**src/rtl/register_file_mw_nr_be_clr.sv**
```systemverilog
// ---------------------------------------------------------------------------
// register_file_mw_nr_be_clr
//   Latch-based register file / scratchpad with N_WRITE byte-enabled write
//   ports, N_READ registered-address read ports and a hardware clear
//   sequencer that zeroes the array after reset or on request.
//
// Ports
//   clk, rst_n       clock, asynchronous active-low reset
//   ReadEnable       per read port: capture ReadAddr at posedge
//   ReadAddr         read addresses, port z at [z*ADDR_WIDTH +: ADDR_WIDTH]
//   ReadData         read data for the last captured address (0 while busy)
//   WriteEnable      per write port request
//   WriteAddr        write addresses
//   WriteData        write data
//   WriteBE          byte enables, port i at [i*NUM_BYTE +: NUM_BYTE]
//   clear_i          single-cycle request to zero the whole array
//   busy_o           clear sequence in progress
// ---------------------------------------------------------------------------
module register_file_mw_nr_be_clr #(
    parameter int ADDR_WIDTH     = 5,
    parameter int DATA_WIDTH     = 32,
    parameter int N_READ         = 2,
    parameter int N_WRITE        = 2,
    parameter int CLEAR_ON_RESET = 1
) (
    input  logic                             clk,
    input  logic                             rst_n,
    input  logic [N_READ-1:0]                ReadEnable,
    input  logic [N_READ*ADDR_WIDTH-1:0]     ReadAddr,
    output logic [N_READ*DATA_WIDTH-1:0]     ReadData,
    input  logic [N_WRITE-1:0]               WriteEnable,
    input  logic [N_WRITE*ADDR_WIDTH-1:0]    WriteAddr,
    input  logic [N_WRITE*DATA_WIDTH-1:0]    WriteData,
    input  logic [N_WRITE*DATA_WIDTH/8-1:0]  WriteBE,
    input  logic                             clear_i,
    output logic                             busy_o
);

    localparam int NUM_WORDS = 2 ** ADDR_WIDTH;
    localparam int NUM_BYTE  = DATA_WIDTH / 8;

    typedef enum logic {ST_IDLE, ST_CLR} state_e;
    localparam state_e RST_STATE = (CLEAR_ON_RESET != 0) ? ST_CLR : ST_IDLE;

    state_e                                        state_q, state_d;
    logic [ADDR_WIDTH-1:0]                         cnt_q, cnt_d;
    logic                                          clr_we_q, clr_we_d;
    logic [ADDR_WIDTH-1:0]                         clr_addr_q, clr_addr_d;
    logic [N_WRITE-1:0][NUM_BYTE-1:0]              wr_en_q, wr_en_d;
    logic [N_WRITE-1:0][ADDR_WIDTH-1:0]            wr_addr_q, wr_addr_d;
    logic [N_WRITE-1:0][DATA_WIDTH-1:0]            wr_data_q, wr_data_d;
    logic [N_READ-1:0][ADDR_WIDTH-1:0]             rd_addr_q, rd_addr_d;
    logic [N_READ-1:0]                             rd_fresh_q, rd_fresh_d;

    logic                                          cg_en_d, cg_en_l, gclk;
    logic [NUM_WORDS-1:0][NUM_BYTE-1:0]            byte_we;
    logic [NUM_WORDS-1:0][NUM_BYTE-1:0][7:0]       byte_wd;
    logic [7:0]                                    mem_l [NUM_WORDS][NUM_BYTE];
    logic [7:0]                                    rbyte;

    // ---- Stage boundary: request sampling registers ----
    always_ff @(posedge clk or negedge rst_n) begin
        if (!rst_n) begin
            state_q    <= RST_STATE;
            cnt_q      <= '0;
            clr_we_q   <= 1'b0;
            clr_addr_q <= '0;
            wr_en_q    <= '0;
            wr_addr_q  <= '0;
            wr_data_q  <= '0;
            rd_addr_q  <= '0;
            rd_fresh_q <= '0;
        end else begin
            state_q    <= state_d;
            cnt_q      <= cnt_d;
            clr_we_q   <= clr_we_d;
            clr_addr_q <= clr_addr_d;
            wr_en_q    <= wr_en_d;
            wr_addr_q  <= wr_addr_d;
            wr_data_q  <= wr_data_d;
            rd_addr_q  <= rd_addr_d;
            rd_fresh_q <= rd_fresh_d;
        end
    end

    // Clear sequencer next state: one word per cycle, word index = counter.
    always_comb begin
        state_d    = state_q;
        cnt_d      = cnt_q;
        clr_we_d   = 1'b0;
        clr_addr_d = cnt_q;
        case (state_q)
            ST_IDLE: begin
                if (clear_i) begin
                    state_d = ST_CLR;
                    cnt_d   = '0;
                end
            end
            ST_CLR: begin
                clr_we_d = 1'b1;
                cnt_d    = cnt_q + 1'b1;
                if (cnt_q == {ADDR_WIDTH{1'b1}}) begin
                    state_d = ST_IDLE;
                end
            end
        endcase
    end

    always_comb begin
        busy_o = (state_q == ST_CLR);
    end

    // Per-byte priority: a byte is dropped if any higher-index port writes the
    // same byte of the same word. Everything is dropped while clearing.
    always_comb begin
        wr_en_d   = '0;
        wr_addr_d = '0;
        wr_data_d = '0;
        for (int i = 0; i < N_WRITE; i++) begin
            wr_addr_d[i] = WriteAddr[i*ADDR_WIDTH +: ADDR_WIDTH];
            wr_data_d[i] = WriteData[i*DATA_WIDTH +: DATA_WIDTH];
            for (int b = 0; b < NUM_BYTE; b++) begin
                wr_en_d[i][b] = WriteEnable[i] && WriteBE[i*NUM_BYTE+b] && !busy_o;
                for (int j = i + 1; j < N_WRITE; j++) begin
                    if (WriteEnable[j] && WriteBE[j*NUM_BYTE+b] &&
                        (WriteAddr[j*ADDR_WIDTH +: ADDR_WIDTH] == wr_addr_d[i])) begin
                        wr_en_d[i][b] = 1'b0;
                    end
                end
            end
        end
    end

    always_comb begin
        rd_addr_d  = rd_addr_q;
        rd_fresh_d = ReadEnable;
        for (int z = 0; z < N_READ; z++) begin
            if (ReadEnable[z]) begin
                rd_addr_d[z] = ReadAddr[z*ADDR_WIDTH +: ADDR_WIDTH];
            end
        end
    end

    // Clock gate: enable is latched in the low phase from the values about to
    // be sampled, so the gated high phase right after the edge carries them.
    assign cg_en_d = (|wr_en_d) || clr_we_d;

    always_latch begin
        if (!clk) begin
            cg_en_l <= cg_en_d;
        end
    end

    assign gclk = clk & cg_en_l;

    // Word/byte decode of the sampled writes into latch enables.
    always_comb begin
        byte_we = '0;
        byte_wd = '0;
        for (int w = 0; w < NUM_WORDS; w++) begin
            for (int b = 0; b < NUM_BYTE; b++) begin
                if (clr_we_q && (clr_addr_q == ADDR_WIDTH'(w))) begin
                    byte_we[w][b] = 1'b1;
                    byte_wd[w][b] = '0;
                end
                for (int i = 0; i < N_WRITE; i++) begin
                    if (wr_en_q[i][b] && (wr_addr_q[i] == ADDR_WIDTH'(w))) begin
                        byte_we[w][b] = 1'b1;
                        byte_wd[w][b] = wr_data_q[i][b*8 +: 8];
                    end
                end
            end
        end
    end

    // ---- Stage boundary: latch array, transparent in the gated high phase ----
    always_latch begin
        for (int w = 0; w < NUM_WORDS; w++) begin
            for (int b = 0; b < NUM_BYTE; b++) begin
                if (gclk && byte_we[w][b]) begin
                    mem_l[w][b] <= byte_wd[w][b];
                end
            end
        end
    end

    // Read mux. A read captured on the same edge as a write to that byte
    // takes the sampled write data so the value is clean for the whole cycle.
    always_comb begin
        ReadData = '0;
        rbyte    = '0;
        for (int z = 0; z < N_READ; z++) begin
            for (int b = 0; b < NUM_BYTE; b++) begin
                rbyte = mem_l[rd_addr_q[z]][b];
                if (rd_fresh_q[z]) begin
                    if (clr_we_q && (clr_addr_q == rd_addr_q[z])) begin
                        rbyte = '0;
                    end
                    for (int i = 0; i < N_WRITE; i++) begin
                        if (wr_en_q[i][b] && (wr_addr_q[i] == rd_addr_q[z])) begin
                            rbyte = wr_data_q[i][b*8 +: 8];
                        end
                    end
                end
                if (busy_o) begin
                    rbyte = '0;
                end
                ReadData[z*DATA_WIDTH + b*8 +: 8] = rbyte;
            end
        end
    end

endmodule

```
**config.mk**
```make
export PLATFORM = sky130hd
export DESIGN_NAME = register_file_mw_nr_be_clr
export DESIGN_NICKNAME = d
export VERILOG_FILES = /design/src/rtl/register_file_mw_nr_be_clr.sv
export SDC_FILE = /design/constraint.sdc
export NUM_CORES = 2
export LEC_CHECK = 0
export CORE_MARGIN = 10
export CORE_UTILIZATION = 30
export CTS_BUF_LIST = sky130_fd_sc_hd__clkbuf_8
export CTS_CLUSTER_DIAMETER = 150
export DETAILED_ROUTE_END_ITERATION = 10
export PLACE_DENSITY = 0.44
export SKIP_LAST_GASP = 1
export SLEW_MARGIN = 25
export SYNTH_ARGS = -nofsm -noshare
export SYNTH_HDL_FRONTEND = slang
export SYNTH_SLANG_ARGS = --single-unit
```
**constraint.sdc**
```tcl
create_clock -name clk -period 2.76 [get_ports clk]
set_input_delay 0.552 -clock clk [delete_from_list [all_inputs] [get_ports clk]]
set_output_delay 0.552 -clock clk [all_outputs]
set_load 0.03 [all_outputs]
```
== Word level (Yosys, flattened, before mapping) ==
Index checks and enable logic that the tools add are counted.
Cells by class
  add/sub/neg operators: 1
  magnitude comparators: 2
  equality and inequality tests: 102
  multiplexer cells: 857
  bitwise gates (word level): 4
  reductions and logical operators: 460
Operator list (count)
  2-to-1 mux 8 bit: 552
  logical AND 1 bit: 454
  binary-select mux 32 bit (select 5 bit): 2
  2-to-1 mux 1 bit: 296
  equality test 5 bit, second input constant: 49
  2-to-1 mux 32 bit: 4
  equality test 5 x 4 -> 1 bit, second input constant: 24
  equality test 5 x 3 -> 1 bit, second input constant: 12
  equality test 5 bit: 7
  equality test 5 x 2 -> 1 bit, second input constant: 6
  equality test 5 x 1 -> 1 bit, second input constant: 3
  logical NOT 5 bit: 3
  >= comparator 6 bit, second input constant: 2
  NOT 5 -> 6 bit: 2
  case mux 5 bit (2 select lines): 1
  OR reduction 8 bit: 1
  adder 5 x 1 -> 5 bit, second input constant: 1
  2-to-1 mux 5 bit: 1
  inequality test 2 bit, second input constant: 1
  case mux 1 bit (2 select lines): 1
  AND 1 bit: 1
  logical NOT 1 bit: 1
  logical OR 1 bit: 1
  NOT 1 bit: 1
Storage, ports and cells
  register bits: 106
  bits in latches: 1025
  word-level logic and storage cells: 2464

== Logic depth before layout (Yosys ltp) ==
  word-level depth: 9
  depth in mapped cells: 8
  gate-level depth less buffers: 5

==> impl_metrics.toml <==
[synth]
ys_warns = 0
syn_avg_cell_area_um2 = 9.55
synth_top_cell_by_area = "dlxtp_1"
synthFlopType = "dlxtp_1"
yosys_top_cell_area_share_pct = 28.3
ys_seq_elements = 1131
synth_cells = 5694
asyncSetResetFlopFracSynth_pct = 9.37
most_instantiated_library_cell_after_synthesis = "mux2i_1"
post_synth_main_area_contributors = "dlxtp_1 (28%), mux2i_1 (20%), a22o_1 (17%)"
synth_enable_flop_cells = 0
syn-num-nets = 5795
netlist-cell-type-count = 55
mappedNetlistArea_um2 = 54400
synth_top_cells_by_count = "mux2i_1 (1082), a22o_1 (1025), dlxtp_1 (1024), a22oi_1 (512), clkbuf_1 (374)"

[job]
cap_violations = 0

[floorplanning]
ios = 164
die_width_um = 446
initial_utilization_pct = 30.1
dieHeight_um = 446
fp.coreArea_um2 = 181000
floorplan.die_area_um2 = 199000
number_of_standard_cell_rows_in_the_floorplan = 156

[worst_setup_path]
end_kind = "output port"
critPathLaunchType = "latch"
required_ns = 2.21
crit_fanout = 2
critPathArrivalTime_ns = 4.31
critical_path_class = "latch to output port"
worst_r2r_path_depth = 17
worst_reg_to_reg_setup_slack_ns = -1.37
worst_reg2reg_path_startpoint = "wr_addr_q[6]$_DFF_PN0_"
crit-reg2reg-capture = "mem_l[679]$_DLATCH_P_"

[cells_and_area]
post_route_cells_drive_above_1_share_pct = 33.0
layout-area-overhead-vs-synth_pct = 42.9
fillers = 17500
numnets_final = 6903
final_cells = 9211

[outcome]
failed_checks = "setup timing"
run_status = "finished, violations left"

[clocking]
path_clk_slew_ns = 0.18
insertion_delay_ns = 1.40
tritoncts = "built"

[worst_hold_path]
hold-path-cell-count = 5
min-delay-start = "WriteEnable[0]"
timing.hold.worst.class = "primary input to flip-flop"
hold-path-endpoint = "wr_en_q[3]$_DFF_PN0_"

[timing]
drv_slew = 0
timing_worst_slew_pin_value_ns = 1.32
worst_clock_skew_ns = 0.181
rsz0062_at_grt = "yes"
relSlewSlack_pct = 11.9
fin_crit_sh_pct = 176
fmaxAchievable_mhz = 206
final.setup.tns_ns = -1347.57
setup_viol = 1090
fin_crit_ns = 4.86
timing_hold_violations_final = 0
worst_slack_ns = -2.10

[grt]
grt_first_pass_wirelength_mm = 457
global_route.overflow_total = 0
number_of_antenna_violations_at_the_first_check_in_global_routing = 27
number_of_global_route_vias_before_repair = 57400
pin_count_of_the_biggest_net_entering_global_routing = 54
gr-usage-all-layers_pct = 32.7

[routing]
wl_per_cell_um = 37.1
drt_pass1_iterations = 7
dr_total_vias = 58500
post-route-drc-count = 0
route.final.wire_length_mm = 342
vias_per_cell = 6.35
drt.antenna.violating_nets = 0
first_iter_violations = 7852

[power_and_ir_drop]
p_per_area_nw_per_um2 = 261
ir_drop_mv = 0.369
power.static_leakage_nw = 31.9

[place]
placedCellCount = 8456
pre_cts_ws_ns = -0.993
hpwl_after_detailed_placement_mm = 230
numPortBuffers = 163
gpl.final_weighted_congestion = 0.989
-- repair_timing --
action / in CTS / in global routing
gates cloned: 4 / 4
hold endpoints to repair: 205 / 0
gates resized for setup: 373 / 194
hold buffers: 99 / 0
endpoints found under the setup margin: 1090 / 1090
pin swaps: 337 / 198
setup buffers: 137 / 105
-- stage by stage --
stage	cell area [µm²]	util [%]	hold slack [ns]	total power, W
finish	77700	43.0	0.105	0.0203
global route	77700	43.0	0.120	0.0206
CTS	76500	42.3	0.0384	0.0199
detailed placement	67300	37.2	0.231	0.0132
global placement	67200	37.2	0.234	0.0132
floorplan	54600	-	0.230	0.00840
-- worst max path at each step --
stage / cells after the start / to / from
after detailed placement: 7 / mem_l[484]$_DLATCH_P_ / wr_addr_q[7]$_DFF_PN0_
after floorplan: 7 / mem_l[248]$_DLATCH_P_ / wr_addr_q[6]$_DFF_PN0_
final: 7 / ReadData[45] / mem_l[821]$_DLATCH_P_
after CTS: 8 / ReadData[21] / mem_l[109]$_DLATCH_P_
after global placement: 6 / mem_l[835]$_DLATCH_P_ / wr_addr_q[9]$_DFF_PN0_
after global routing: 8 / ReadData[21] / mem_l[109]$_DLATCH_P_
-- registers in the layout, indices dropped and copies added (netlist names) --
register,flops
wr_en_q,8
rd_addr_q,10
clr_addr_q,5
clr_we_q,1
busy_o,1
wr_addr_q,10
mem_l,1024
cg_en_l,1
wr_data_q,64
clr_addr_d,5
rd_fresh_q,2
-- cell families after synthesis --
group	share of synthesized area (%)
AO/OA/AOI/OAI	27.3
multiplexers	20.1
latches	28.3
AND/OR/NAND/NOR	11.9
buffers and inverters	6.87
flip-flops	4.88
XOR/XNOR	0.596
adder cells (fa/ha/maj)	0.0460
-- critical path: stages, from the launching register on --
cell	delay, ns
dlxtp_1	0
dlxtp_1	0.38
mux2i_1	0.11
a22oi_2	0.29
nand4_1	0.29
or2_1	0.35
o22ai_2	0.18
buf_6	0.16
-- cell usage in the layout, fill, tap and decap left out, types with 60 or more instances in the layout --
| cell | n |
|---|---|
| mux2i_1 | 1039 |
| buf_12 | 303 |
| a22oi_2 | 103 |
| and2_1 | 71 |
| dfrtp_1 | 99 |
| clkbuf_8 | 417 |
| buf_6 | 175 |
| nand4_1 | 129 |
| buf_4 | 767 |
| and2_4 | 73 |
| a21oi_1 | 258 |
| a22o_1 | 1025 |
| nor4_4 | 129 |
| nor3_1 | 60 |
| a22oi_1 | 409 |
| dlygate4sd3_1 | 98 |
| clkdlybuf4s50_1 | 97 |
| nand2_1 | 74 |
| dlxtp_1 | 1024 |
-- layout make-up --
class	instances	area (µm²)	area share, %
Sequential cell	1131	18100	23.2
Multi-Input combinational cell	3800	34700	44.7
Tap cell	2370	2970	3.82
Timing Repair Buffer	1448	15900	20.5
Antenna cell	19	47.5	0.0612
Clock buffer	417	5740	7.39
Clock inverter	22	245	0.316
Inverter	4	20.0	0.0258
-- metal layers --
layer	vias to the layer above	wire, µm	GRT usage [%]
met4	22	26600	23.2
met1	29200	134000	40.4
met3	1093	35200	9.70
met5	-	163	0
li1	24100	-	-
met2	4019	146000	48.4
-- report_power, final --
part           switching, W  internal [W]  total [W]
logic               0.00694       0.00406     0.0110
registers          0.000271       0.00285    0.00313
clock network       0.00333       0.00284    0.00617
total                0.0105       0.00976     0.0203
No activity file was read; power rests on OpenSTA's default activity.
